**config.mk**
```make
export PLATFORM = sky130hd
export DESIGN_NAME = disp_share_arbiter_flat
export DESIGN_NICKNAME = d
export VERILOG_FILES = /design/src/rtl/disp_share_arbiter_if.sv /design/src/rtl/disp_share_arbiter.sv /design/src/flat_wrapper.sv
export SDC_FILE = /design/constraint.sdc
export NUM_CORES = 1
export LEC_CHECK = 0
export CAP_MARGIN = 20
export CORE_ASPECT_RATIO = 1.2
export CORE_MARGIN = 2
export CORE_UTILIZATION = 46
export CTS_CLUSTER_SIZE = 40
export DETAILED_ROUTE_END_ITERATION = 16
export GPL_TIMING_DRIVEN = 0
export HOLD_SLACK_MARGIN = 0.06
export PLACE_DENSITY = 0.84
export SLEW_MARGIN = 20
export SYNTH_ARGS = -nofsm -noshare
export SYNTH_HDL_FRONTEND = slang
export SYNTH_SLANG_ARGS = --single-unit
```
**constraint.sdc**
```tcl
create_clock -name clk -period 3.55 [get_ports clk]
set_input_delay 0.5325 -clock clk [delete_from_list [all_inputs] [get_ports clk]]
set_output_delay 0.5325 -clock clk [all_outputs]
set_load 0.01 [all_outputs]
```
**src/rtl/disp_share_arbiter_if.sv**
```systemverilog
// disp_share_arbiter_if: request/frame inputs and grant/digit outputs of the display-share arbiter
interface disp_share_arbiter_if;
  logic [3:0] req;
  logic [19:0] frame0, frame1, frame2, frame3;
  logic [3:0] grant;
  logic [4:0] disp0, disp1, disp2, disp3;
  logic busy;
  modport master (
    output req, frame0, frame1, frame2, frame3,
    input grant, disp0, disp1, disp2, disp3, busy
  );
  modport slave (
    input req, frame0, frame1, frame2, frame3,
    output grant, disp0, disp1, disp2, disp3, busy
  );
endinterface

```
**src/rtl/disp_share_arbiter.sv**
```systemverilog
// disp_share_arbiter: round-robin, hold-timed sharing of one 4-digit display among 4 requesters
// Optional DISP_ARB_PRIORITY_EN: requester 0 preempts and keeps the display while it requests.
module disp_share_arbiter #(
  parameter int NBITS_HOLD = 26,
  parameter int HOLD = 50_000_000,
  parameter logic [4:0] BLANK_CODE = 5'h1F
) (
  input logic clk,
  input logic rst,
  disp_share_arbiter_if.slave bus
);
  typedef enum logic {IDLE, SHOW} state_t;
  localparam logic [NBITS_HOLD-1:0] HMAX = NBITS_HOLD'(HOLD - 1);
  localparam logic [NBITS_HOLD-1:0] ONE = NBITS_HOLD'(1);
  state_t state, state_n;
  logic [3:0] grant, grant_n, mreq;
  logic [1:0] last, last_n, win, tgt, k;
  logic [NBITS_HOLD-1:0] cnt, cnt_n;
  logic found, own, take, drop;
  logic [19:0] frame_n;
  logic [4:0] disp [4];
  always_comb begin
    mreq = bus.req & ~grant;
    own = |(bus.req & grant);
    win = last;
    found = 1'b0;
    k = '0;
    // search starts one past the last owner; the owner itself is masked out
    for (int i = 1; i <= 4; i++) begin
      k = last + 2'(i);
      if (!found && mreq[k]) begin
        win = k;
        found = 1'b1;
      end
    end
    state_n = state;
    grant_n = grant;
    last_n = last;
    cnt_n = cnt;
    take = 1'b0;
    drop = 1'b0;
    tgt = win;
    if (state == IDLE) begin
      take = found;
`ifdef DISP_ARB_PRIORITY_EN
      tgt = bus.req[0] ? 2'd0 : win;
`endif
    end
`ifdef DISP_ARB_PRIORITY_EN
    else if (bus.req[0] && !grant[0]) begin
      take = 1'b1;
      tgt = 2'd0;
    end
    else if (grant[0] && own) cnt_n = (cnt == HMAX) ? '0 : cnt + ONE;
`endif
    else if (!own) begin
      take = found;
      drop = !found;
    end
    else if (cnt == HMAX) begin
      take = found;
      cnt_n = '0;
    end
    else cnt_n = cnt + ONE;
    if (take) begin
      state_n = SHOW;
      grant_n = 4'b0001 << tgt;
      last_n = tgt;
      cnt_n = '0;
    end
    if (drop) begin
      state_n = IDLE;
      grant_n = '0;
      cnt_n = '0;
    end
    frame_n = last_n == 2'd0 ? bus.frame0 :
              last_n == 2'd1 ? bus.frame1 :
              last_n == 2'd2 ? bus.frame2 : bus.frame3;
  end
  always_ff @(posedge clk) begin
    if (rst) begin
      state <= IDLE;
      grant <= '0;
      cnt <= '0;
      last <= 2'd3;
      for (int i = 0; i < 4; i++) disp[i] <= BLANK_CODE;
    end else begin
      state <= state_n;
      grant <= grant_n;
      cnt <= cnt_n;
      last <= last_n;
      for (int i = 0; i < 4; i++) disp[i] <= |grant_n ? frame_n[5*i +: 5] : BLANK_CODE;
    end
  end
  assign bus.grant = grant;
  assign bus.busy = |grant;
  assign bus.disp0 = disp[0];
  assign bus.disp1 = disp[1];
  assign bus.disp2 = disp[2];
  assign bus.disp3 = disp[3];
endmodule

```
**src/flat_wrapper.sv**
```systemverilog
// flat-port wrapper written by rule: the top's interface ports become plain ports
module disp_share_arbiter_flat 
#(
  parameter int NBITS_HOLD = 26,
  parameter int HOLD = 50_000_000,
  parameter logic [4:0] BLANK_CODE = 5'h1F
)
  (clk, rst, bus_req, bus_frame0, bus_frame1, bus_frame2, bus_frame3, bus_grant, bus_disp0, bus_disp1, bus_disp2, bus_disp3, bus_busy);
  disp_share_arbiter_if bus_i ();
  input logic clk;
  input logic rst;
  input wire logic [$bits(bus_i.req)-1:0] bus_req;
  input wire logic [$bits(bus_i.frame0)-1:0] bus_frame0;
  input wire logic [$bits(bus_i.frame1)-1:0] bus_frame1;
  input wire logic [$bits(bus_i.frame2)-1:0] bus_frame2;
  input wire logic [$bits(bus_i.frame3)-1:0] bus_frame3;
  output wire logic [$bits(bus_i.grant)-1:0] bus_grant;
  output wire logic [$bits(bus_i.disp0)-1:0] bus_disp0;
  output wire logic [$bits(bus_i.disp1)-1:0] bus_disp1;
  output wire logic [$bits(bus_i.disp2)-1:0] bus_disp2;
  output wire logic [$bits(bus_i.disp3)-1:0] bus_disp3;
  output wire logic [$bits(bus_i.busy)-1:0] bus_busy;
  assign bus_i.req = bus_req;
  assign bus_i.frame0 = bus_frame0;
  assign bus_i.frame1 = bus_frame1;
  assign bus_i.frame2 = bus_frame2;
  assign bus_i.frame3 = bus_frame3;
  assign bus_grant = bus_i.grant;
  assign bus_disp0 = bus_i.disp0;
  assign bus_disp1 = bus_i.disp1;
  assign bus_disp2 = bus_i.disp2;
  assign bus_disp3 = bus_i.disp3;
  assign bus_busy = bus_i.busy;
  disp_share_arbiter #(.NBITS_HOLD(NBITS_HOLD), .HOLD(HOLD), .BLANK_CODE(BLANK_CODE)) u_core (.clk(clk), .rst(rst), .bus(bus_i));
endmodule
```
==> key figures, run 1 <==
Global routing
  – Vias in the first global route: 2681
  – Largest net degree at the start of global routing: 17
  – GRT Total Usage: 24.1%
  – GRT overflow: 0
  – Initial antenna violation count: 0
  – First-pass GRT wire length: 12300 um

Final layout
  – Multi-input logic area: 1520 um^2
  – Most common cell after layout, fill and taps aside: clkdlybuf4s50_1
  – Synthesis-to-finish area growth: 48.4%
  – Fillers: 473
  – Reg area: 1060 um^2
  – Layout cells sized above 1: 7.04%
  – Antenna diodes: 0
  – Commonest cells after routing, fill and taps aside: clkdlybuf4s50_1 (110), dfxtp_1 (53), nand2_1 (52)
  – Nets@finish: 512

STA
  – Final Hold Slack: 0.518 ns
  – Post-layout min period: 2.70 ns
  – RSZ-0062 raised after global routing: false
  – Max frequency: 371 MHz
  – Final setup violation count: 0
  – Setup TNS: 0 ns
  – Worst Skew: 0.00618 ns
  – Tcrit/Tclk final: 76.0%
  – Worst-margin pin slew: 0.535 ns
  – Slew Viols, Final: 0
  – Final hold vios: 0
  – Worst slew margin: 64.0%

Clocking
  – Clk_lat worst skew: 0.31 ns
  – CTS Sinks: 53
  – CTS tree: yes
  – CTS root buf: clkbuf_8
  – CTS max path bufs: 2
  – Setup Buffers After CTS: 0
  – Clock buffer count from CTS: 5
  – Reg clk slew, reported paths: 0.10 ns
  – Hold buffer count at CTS: 0
  – H-tree depth: 2
  – CTS-repair resized insts: 0

Detailed routing
  – Post-Route WL: 7730 um
  – Drt via density: 5.19
  – Vias: 2628
  – Antenna Nets Post-Route: 0
  – Met3 wire length: 536 um
  – WL per Instance: 15.3 um
  – Post-Route M1 WL: 3240 um
  – First-pass DRT Iterations: 4
  – DRC Markers: 0
  – Routed wl met2: 3730 um
  – Starting DRT DRC Count: 95
  – Max layer used: met4

Synthesis
  – Simple-Gate Fraction of Synth Area: 24.3%
  – Synthesis-stage register bit count: 53
  – Synth Area in XOR/XNOR: 7.46%
  – Compound-Gate Fraction of Synth Area: 14.0%
  – Post-synthesis adder-cell area fraction: 0.463%
  – Synth Warn #: 0
  – Post-Syn Nets: 395
  – Netlist Area Pre-Place: 2700 um^2
  – Netlist cell types: 48
  – Largest family of logic cells by synthesized area: simple AND/OR/NAND/NOR gates
  – Sequential fraction of the synthesis area: 39.3%
  – Post-Synthesis Cells: 308
  – Multiplexer area fraction after synthesis: 9.92%
  – Synthesized area per cell: 8.77 um^2

Setup path
  – Slowest stage delay, CP: 0.54 ns
  – CP Launch Type: primary input
  – Crit path from: bus_req[1]
  – Worst EP arrival: 2.88 ns
  – Reg2reg start: u_core.cnt[0]$_SDFFE_PP0P_
  – Crit Path Category: in -> reg
  – Slowest cell on the critical path: clkdlybuf4s50_1
  – Crit path max-delay family: compound AO/OA/AOI/OAI gates
  – Crit-path max FO: 10
  – Reg2reg path depth: 9
  – Critical Path Sink Type: flip-flop
  – CP Buf/Inv Count: 3
  – Crit path depth: 10
  – Worst Path Required: 3.73 ns
  – Worst setup path endpoint: u_core.disp[0][4]$_SDFF_PP1_
  – Reg2reg end: u_core.disp[2][2]$_SDFF_PP1_
  – FF-to-FF setup slack: 0.96 ns
  – Critical-path cell list: clkdlybuf4s50_1 > a22o_1 > o21ai_2 > a31oi_2 > nor2_4 > buf_6 > or3_1 > a21oi_1 > buf_4 > a32oi_1

Floorplan
  – Chip height: 87.9 um
  – Die width: 73.9 um
  – Row count: 30
  – Core box area: 5670 um^2
  – DIE AREA: 6500 um^2
  – Starting Density: 47.6%
  – Ports: 111

Worst hold path
  – Hold Crit Class: reg -> reg

Run status
  – Outcome: completed

Power and ir drop
  – Leakage: 1.50 nW
  – Worst ir drop on vdd: 0.408 mV
  – PwrDens: 672 nW/um^2

Placed design
  – GP Congestion: 0.844
  – Post-DP HPWL: 5840 um
  – I/O Buffers: 110

Job
  – Max cap viols: 0
## cell usage after synthesis, drive strengths merged
cell / n / share of area [%]
dfxtp: 53 / 39
nand2: 52 / 7.2
nor2: 38 / 5.7
mux2i: 24 / 9.4
a32oi: 20 / 6.5
xnor2: 13 / 4.2
buf: 11 / 2.9
xor2: 10 / 3.2
a21oi: 8 / 1.5
inv: 8 / 1.1
nand3: 6 / 1.1
o21ai: 6 / 1.3
and3: 5 / 1.3
nand2b: 5 / 1.2
nand4: 5 / 1.7
nor3: 5 / 0.93
a22oi: 4 / 1.1
and2b: 3 / 0.83
clkbuf: 3 / 0.56
nor2b: 3 / 0.70
or3: 3 / 0.70
a211o: 2 / 0.65
a22o: 2 / 0.65
nor4: 2 / 0.46
nor4bb: 2 / 0.74
o211ai: 2 / 0.56
or2: 2 / 0.56
a311o: 1 / 0.37
a31oi: 1 / 0.46
a41o: 1 / 0.37
and2: 1 / 0.23
ha: 1 / 0.46
mux2: 1 / 0.56
nand3b: 1 / 0.28
nor3b: 1 / 0.28
o21bai: 1 / 0.28
o2bb2ai: 1 / 0.32
or4: 1 / 0.42
## stage by stage
stage	instances	cell area [um^2]	power, mW	worst slack, ns	utilization, %
4_1_cts	506	4010	2.71	0.862	70.7
5_1_grt	506	4010	2.88	0.716	70.7
3_5_place_dp	498	3900	2.32	0.533	68.8
2_1_floorplan	308	2700	1.77	1.35	-
6_report	506	4010	2.69	0.853	70.7
3_3_place_gp	498	3900	2.29	0.568	68.8
## state kept, by name, summed over array words and instances (netlist names)
name	flops
u_core.disp	20
u_core.state	1
u_core.cnt	26
u_core.last	2
u_core.bus.grant	4
## worst min-delay path: stages, from the launching register on
cell	delay, ns
dfxtp_1	0.35
xor2_1	0.07
nor2_1	0.07
## per-layer routing
metal  up-vias  GRT usage [%]
li1       1321              -
met2        95           42.2
met5         -              0
met1      1190           28.1
met4         0           9.75
met3        22           5.64
## how the worst min path moves through the flow
stage                                      from                           to  slack, ns  cells after the start
floorplan           u_core.cnt[22]$_SDFFE_PP0P_  u_core.cnt[22]$_SDFFE_PP0P_       0.47                      2
global placement    u_core.cnt[22]$_SDFFE_PP0P_  u_core.cnt[22]$_SDFFE_PP0P_       0.49                      2
detailed placement  u_core.cnt[25]$_SDFFE_PP0P_  u_core.cnt[25]$_SDFFE_PP0P_       0.49                      2
CTS                 u_core.cnt[22]$_SDFFE_PP0P_  u_core.cnt[22]$_SDFFE_PP0P_       0.51                      2
global route        u_core.cnt[25]$_SDFFE_PP0P_  u_core.cnt[25]$_SDFFE_PP0P_       0.56                      2
finish              u_core.cnt[25]$_SDFFE_PP0P_  u_core.cnt[25]$_SDFFE_PP0P_       0.52                      2
## kinds of logic (layout without fill, tap and decap cells)
kind of cell / after synthesis / in the layout
DFF: 53 / 53
muxes: 25 / 25
adders and majority gates: 1 / 1
xor gates and xnor gates: 23 / 23
and+or+nand+nor: 135 / 135
buffers and inverters: 22 / 140
AOI/OAI and AO/OA: 49 / 49
## cell type report
class                      count  share of cell area (%)
multi-input combinational    233                    37.9
timing repair buffer         110                    27.5
sequential                    53                    26.5
tap                           80                    2.50
clock buffer                   7                    2.40
buffer                        14                    2.31
inverter                       8                   0.750
clock inverter                 1                   0.219
## where the power goes
part,internal [mW],total [mW],leakage (nW),switching (mW)
combinational,0.742,1.51,1.02,0.767
clock,0.181,0.390,0.0549,0.210
sequential,0.719,0.792,0.434,0.0724
(Power assumes the default switching activity.)
==> run 2: changes to the inputs <==
Settings changed: CORE_UTILIZATION 46 to 43, PLACE_DENSITY 0.84 to 0.79.
Clock period 3.55 ns to 2.8 ns, I/O delays scaled along.
==> run 2 against run 1 <==
  * Setup slack worse by 0.60 ns
  * Critical path type is now reg -> reg
  * Critical endpoint is now u_core.disp[1][0]$_SDFF_PP1_
  * Design area down 0.41%
  * Die area up 6.6%
  * First-iteration DRC count up 6.3%
  * Core utilization down 4.7 points
  * Flip-flop and latch count unchanged
  * Wire length down 0.74%
  * Sequential power up 26%
  * Count of clock-buffer cells in the layout down 1
  * Combinational power up 28%
  * Final cell count up 0.40%
  * Global-route usage down 2.0 points
==> key figures, run 2 (synthesis results as in run 1) <==
STA
  – Final hold vios: 0 (unchanged)
  – Max frequency: 393 MHz
  – Worst slew margin: 65.2% (+1.2 points)
  – Tcrit/Tclk final: 90.8%
  – Worst-margin pin slew: 0.517 ns (-0.0183 ns)
  – Slew Viols, Final: 0 (unchanged)
  – Final setup violation count: 0 (unchanged)
  – Final Hold Slack: 0.514 ns (-0.00365 ns)
  – RSZ-0062 raised after global routing: false
  – Setup TNS: 0 ns (unchanged)
  – Post-layout min period: 2.54 ns
  – Final worst slack: 0.258 ns (-0.595 ns)
  – Worst Skew: 0.00946 ns (+0.00328 ns)

Clocking
  – CTS tree: yes
  – CTS-repair resized insts: 0 (unchanged)
  – CTS root buf: clkbuf_8
  – Clk_lat worst skew: 0.31 ns (about the same)
  – Reg clk slew, reported paths: 0.09 ns (about the same)
  – CTS Sinks: 53 (unchanged)
  – Clock buffer count from CTS: 5 (unchanged)
  – H-tree depth: 2 (unchanged)
  – Hold buffer count at CTS: 0 (unchanged)
  – Setup Buffers After CTS: 0 (unchanged)
  – CTS max path bufs: 2 (unchanged)

Global routing
  – GRT overflow: 0 (unchanged)
  – First-pass GRT wire length: 12600 um (+2.6%)
  – GRT Total Usage: 22.2% (-2.0 points)
  – Largest net degree at the start of global routing: 17 (unchanged)
  – Vias in the first global route: 2560 (-4.5%)
  – Initial antenna violation count: 0 (unchanged)

Setup path
  – Slowest stage delay, CP: 0.39 ns (-0.15 ns)
  – Crit-path max FO: 10 (unchanged)
  – CP Launch Type: flip-flop
  – Critical Path Sink Type: flip-flop
  – Slowest cell on the critical path: dfxtp_1
  – Crit Path Category: reg -> reg
  – Worst EP arrival: 2.72 ns (-0.16 ns)
  – Worst Path Required: 2.98 ns (-0.75 ns)
  – Critical-path cell list: ha_1 > nand2_1 > nor4_1 > a31oi_2 > nor2_4 > mux2i_4 > clkbuf_4 > mux2i_1 > a32oi_1

Final layout
  – Post-Layout Cell Count: 508 (+0.40%)
  – Nets@finish: 512 (unchanged)
  – Top reg by flops: u_core.cnt
  – Commonest cells after routing, fill and taps aside: clkdlybuf4s50_1 (110), dfxtp_1 (53), nand2_1 (52)
  – Antenna diodes: 0 (unchanged)
  – Design Area, Final: 3990 um^2 (-0.41%)
  – Synthesis-to-finish area growth: 47.8%
  – Most common cell after layout, fill and taps aside: clkdlybuf4s50_1
  – Largest register FFs: 26 (unchanged)
  – Layout cells sized above 1: 6.81% (-0.23 points)
  – Largest regs: u_core.cnt x26, u_core.disp x20, u_core.bus.grant x4

Power and ir drop
  – Leakage: 1.50 nW (-0.62%)
  – Worst ir drop on vdd: 0.424 mV (+4.0%)
  – PwrDens: 842 nW/um^2 (+25%)

Floorplan
  – Chip height: 90.8 um (+3.3%)
  – Starting Density: 44.6% (-3.0 points)
  – DIE AREA: 6930 um^2 (+6.6%)
  – Core box area: 6050 um^2 (+6.8%)
  – Ports: 111 (unchanged)
  – Die width: 76.3 um (+3.2%)
  – Row count: 31 (+3.3%)

Placed design
  – I/O Buffers: 110 (unchanged)
  – Post-DP HPWL: 5900 um (+1.1%)
  – Area after DPL: 3900 um^2 (about the same)
  – Post-Place Cells: 500 (+0.40%)
  – Dpl ws: -0.0599 ns (-0.593 ns)
  – GP Congestion: 0.826 (-2.1%)

Detailed routing
  – DRC Markers: 0 (unchanged)
  – Starting DRT DRC Count: 101 (+6.3%)
  – Drt via density: 5.11 (-1.6%)
  – Antenna Nets Post-Route: 0 (unchanged)
  – First-pass DRT Iterations: 4 (unchanged)
  – Vias: 2596 (-1.2%)
  – WL per Instance: 15.1 um (-1.1%)
  – Post-Route WL: 7670 um (-0.74%)

Run status
  – Outcome: completed

Job
  – Max cap viols: 0 (unchanged)

Worst hold path
  – Hold Crit Class: reg -> reg
## run 2: path summary, 6_finish.rpt
path                                                  start                           end  slack (ns)  cells after the start
worst max-delay path             u_core.cnt[0]$_SDFFE_PP0P_  u_core.disp[1][0]$_SDFF_PP1_        0.26                      9
worst min-delay path            u_core.cnt[25]$_SDFFE_PP0P_   u_core.cnt[25]$_SDFFE_PP0P_        0.51                      2
worst max register to register   u_core.cnt[0]$_SDFFE_PP0P_  u_core.disp[1][0]$_SDFF_PP1_        0.26                      9
worst min register to register  u_core.cnt[25]$_SDFFE_PP0P_   u_core.cnt[25]$_SDFFE_PP0P_        0.51                      2
## run 2: critical path: cells and delay by family (launching register included)
family / cells / cell delay (ns)
simple gates: 3 / 0.66
mux: 2 / 0.54
fa+ha+maj: 1 / 0.19
flops: 1 / 0.39
buf+inv: 1 / 0.31
compound gates: 2 / 0.32
## run 2: power by group
part	switching (mW)	total, mW	internal, mW	leakage, nW
sequential	0.0886	1.00	0.912	0.434
clock	0.252	0.431	0.179	0.0456
combinational	0.987	1.93	0.941	1.02
total	1.33	3.36	2.03	1.50
## run 2: per-stage QoR
stage                     util, %  power (mW)
final                        65.9        3.36
after global placement       64.5        2.91
after detailed placement     64.5        2.96
after CTS                    65.9        3.39
after global routing         65.9        3.59
after floorplan                 -        2.25
## run 2: cell type report
cell class | count | area [um^2]
fillers | 535 | 2060
clock inverters | 2 | 13.8
flip-flops and latches | 53 | 1060
plain buffers | 14 | 92.6
repair buffers | 110 | 1100
multi-input cells | 233 | 1520
clock buffers | 6 | 72.6
inverters | 8 | 30.0
well taps | 82 | 103
## run 2: layer usage
| layer | up-vias | track usage (%) | wire length, um |
|---|---|---|---|
| met2 | 95 | 37.8 | 3710 |
| met5 | - | 0 | 0 |
| li1 | 1312 | - | - |
| met1 | 1185 | 28.3 | 3370 |
| met3 | 4 | 5.60 | 548 |
| met4 | 0 | 4.55 | 42 |
==> run 3: changes to the inputs <==
Settings changed: PLACE_DENSITY 0.79 to 0.8.
==> run 3 against run 2 <==
  * Via count up 1.7%
  * Core utilization up 0.29 points
  * Combinational power about the same
  * Setup slack worse by 0.030 ns
  * Final cell count down 0.20%
  * Critical endpoint is now u_core.disp[3][2]$_SDFF_PP1_
  * Maximum frequency down 1.2%
  * Sequential power about the same
  * Critical path depth unchanged
  * Register-to-register slack worse by 0.03 ns
  * Non-clock buffer count unchanged
  * Highest routed layer unchanged
==> key figures, run 3 (synthesis results as in run 1) <==
STA
  – Post-layout min period: 2.57 ns (+0.0299 ns)
  – Worst-margin pin slew: 0.571 ns (+0.0546 ns)
  – RSZ-0062 raised after global routing: false
  – Max frequency: 389 MHz (-1.2%)
  – Final setup violation count: 0 (unchanged)
  – Final hold vios: 0 (unchanged)
  – Tcrit/Tclk final: 91.9% (+1.1 points)
  – Slew Viols, Final: 0 (unchanged)
  – Worst Skew: 0.00541 ns (-0.00404 ns)
  – Final worst slack: 0.228 ns (-0.0299 ns)
  – Worst slew margin: 61.6% (-3.7 points)

Run status
  – Outcome: completed

Final layout
  – Largest regs: u_core.cnt x26, u_core.disp x20, u_core.bus.grant x4
  – Most common cell after layout, fill and taps aside: clkdlybuf4s50_1
  – Multi-input logic area: 1520 um^2 (unchanged)
  – Layout cells sized above 1: 6.82% (+0.016 points)
  – Synthesis-to-finish area growth: 48.4%
  – Reg area: 1060 um^2 (unchanged)
  – Largest register FFs: 26 (unchanged)
  – Fillers: 508 (-5.0%)
  – Final core utilization: 66.2% (+0.29 points)
  – Nets@finish: 512 (unchanged)
  – Antenna diodes: 0 (unchanged)
  – Top reg by flops: u_core.cnt
  – Commonest cells after routing, fill and taps aside: clkdlybuf4s50_1 (110), dfxtp_1 (53), nand2_1 (52)

Global routing
  – Largest net degree at the start of global routing: 16 (-1)
  – Initial antenna violation count: 0 (unchanged)
  – First-pass GRT wire length: 12800 um (+1.3%)
  – Vias in the first global route: 2625 (+2.5%)
  – GRT overflow: 0 (unchanged)
  – GRT Total Usage: 22.4% (+0.26 points)

Placed design
  – Post-DP HPWL: 5990 um (+1.5%)
  – GP Congestion: 0.841 (+1.8%)
  – I/O Buffers: 110 (unchanged)
  – Dpl ws: -0.0930 ns (-0.0331 ns)

Power and ir drop
  – Worst ir drop on vdd: 0.502 mV (+18%)
  – Leakage: 1.50 nW (+0.56%)
  – PwrDens: 854 nW/um^2 (+1.5%)

Clocking
  – H-tree depth: 2 (unchanged)
  – Clk_lat worst skew: 0.30 ns (about the same)
  – Clock buffer count from CTS: 5 (unchanged)
  – Reg clk slew, reported paths: 0.09 ns (about the same)
  – CTS Sinks: 53 (unchanged)
  – CTS-repair resized insts: 0 (unchanged)
  – CTS max path bufs: 2 (unchanged)
  – Hold buffer count at CTS: 0 (unchanged)
  – CTS tree: yes
  – CTS root buf: clkbuf_8
  – Setup Buffers After CTS: 0 (unchanged)

Setup path
  – CP Launch Type: flip-flop
  – Crit path from: u_core.cnt[0]$_SDFFE_PP0P_
  – Critical Path Sink Type: flip-flop
  – Worst EP arrival: 2.75 ns (+0.03 ns)
  – Crit-path max FO: 10 (unchanged)
  – Worst Path Required: 2.97 ns (about the same)
  – Reg2reg start: u_core.cnt[0]$_SDFFE_PP0P_
  – Crit Path Category: reg -> reg

Detailed routing
  – Vias: 2640 (+1.7%)
  – Starting DRT DRC Count: 77 (-24%)
  – First-pass DRT Iterations: 4 (unchanged)
  – DRC Markers: 0 (unchanged)
  – Post-Route WL: 7650 um (-0.29%)
  – Antenna Nets Post-Route: 0 (unchanged)
  – WL per Instance: 15.1 um (about the same)
  – Drt via density: 5.21 (+1.9%)

Floorplan
  – Row count: 31 (unchanged)
  – Core box area: 6050 um^2 (unchanged)
  – Starting Density: 44.6% (unchanged)
  – Die width: 76.3 um (unchanged)
  – Chip height: 90.8 um (unchanged)
  – DIE AREA: 6930 um^2 (unchanged)
  – Ports: 111 (unchanged)

Worst hold path
  – Hold Crit Class: reg -> reg
  – Worst hold start: u_core.cnt[25]$_SDFFE_PP0P_

Job
  – Max cap viols: 0 (unchanged)
==> run 3: through the flow <==
step / total power [mW] / hold slack (ns) / area [um^2] / TNS [ns] / instances
after floorplan: 2.25 / 0.471 / 2700 / 0 / 308
after global placement: 2.91 / 0.485 / 3900 / -1.13 / 500
final: 3.42 / 0.526 / 4010 / 0 / 507
after global routing: 3.66 / 0.552 / 4010 / 0 / 507
after CTS: 3.46 / 0.519 / 4010 / 0 / 507
after detailed placement: 2.95 / 0.501 / 3900 / -1.50 / 500
==> run 3: worst paths after layout <==
check / endpoint / slack [ns] / cells after the start
min: u_core.cnt[25]$_SDFFE_PP0P_ / 0.53 / 2
min reg2reg: u_core.cnt[25]$_SDFFE_PP0P_ / 0.53 / 2
max: u_core.disp[3][2]$_SDFF_PP1_ / 0.23 / 9
max reg2reg: u_core.disp[3][2]$_SDFF_PP1_ / 0.23 / 9
==> run 3: power by group <==
group          leakage, nW  total (mW)  internal, mW  switching, mW
combinational         1.02        1.91         0.941          0.972
sequential           0.434        1.01         0.912         0.0956
clock               0.0540       0.504         0.260          0.243
total                 1.50        3.42          2.11           1.31
==> run 3: area by class of cell <==
class	count	area share, %
multi-input cells	233	37.8
repair buffers	110	27.5
flip-flops and latches	53	26.5
well taps	82	2.56
plain buffers	14	2.31
clock buffers	5	1.72
clock inverters	2	0.874
inverters	8	0.749
==> run 3: per-layer routing <==
metal	part of all wire [%]	GRT usage, %	vias to the layer above
met1	44	27.6	1234
met5	0	0	-
li1	-	-	1318
met3	6.0	5.80	4
met4	0.55	3.18	0
met2	50	40.1	84
==> run 3: worst max-delay path, stage by stage (launching register included) <==
cell	delay, ns
dfxtp_1	0.39
ha_1	0.19
nand2_1	0.11
nor4_1	0.35
a31oi_2	0.26
nor2_4	0.21
mux2i_4	0.31
clkbuf_4	0.30
mux2i_1	0.24
a32oi_1	0.07
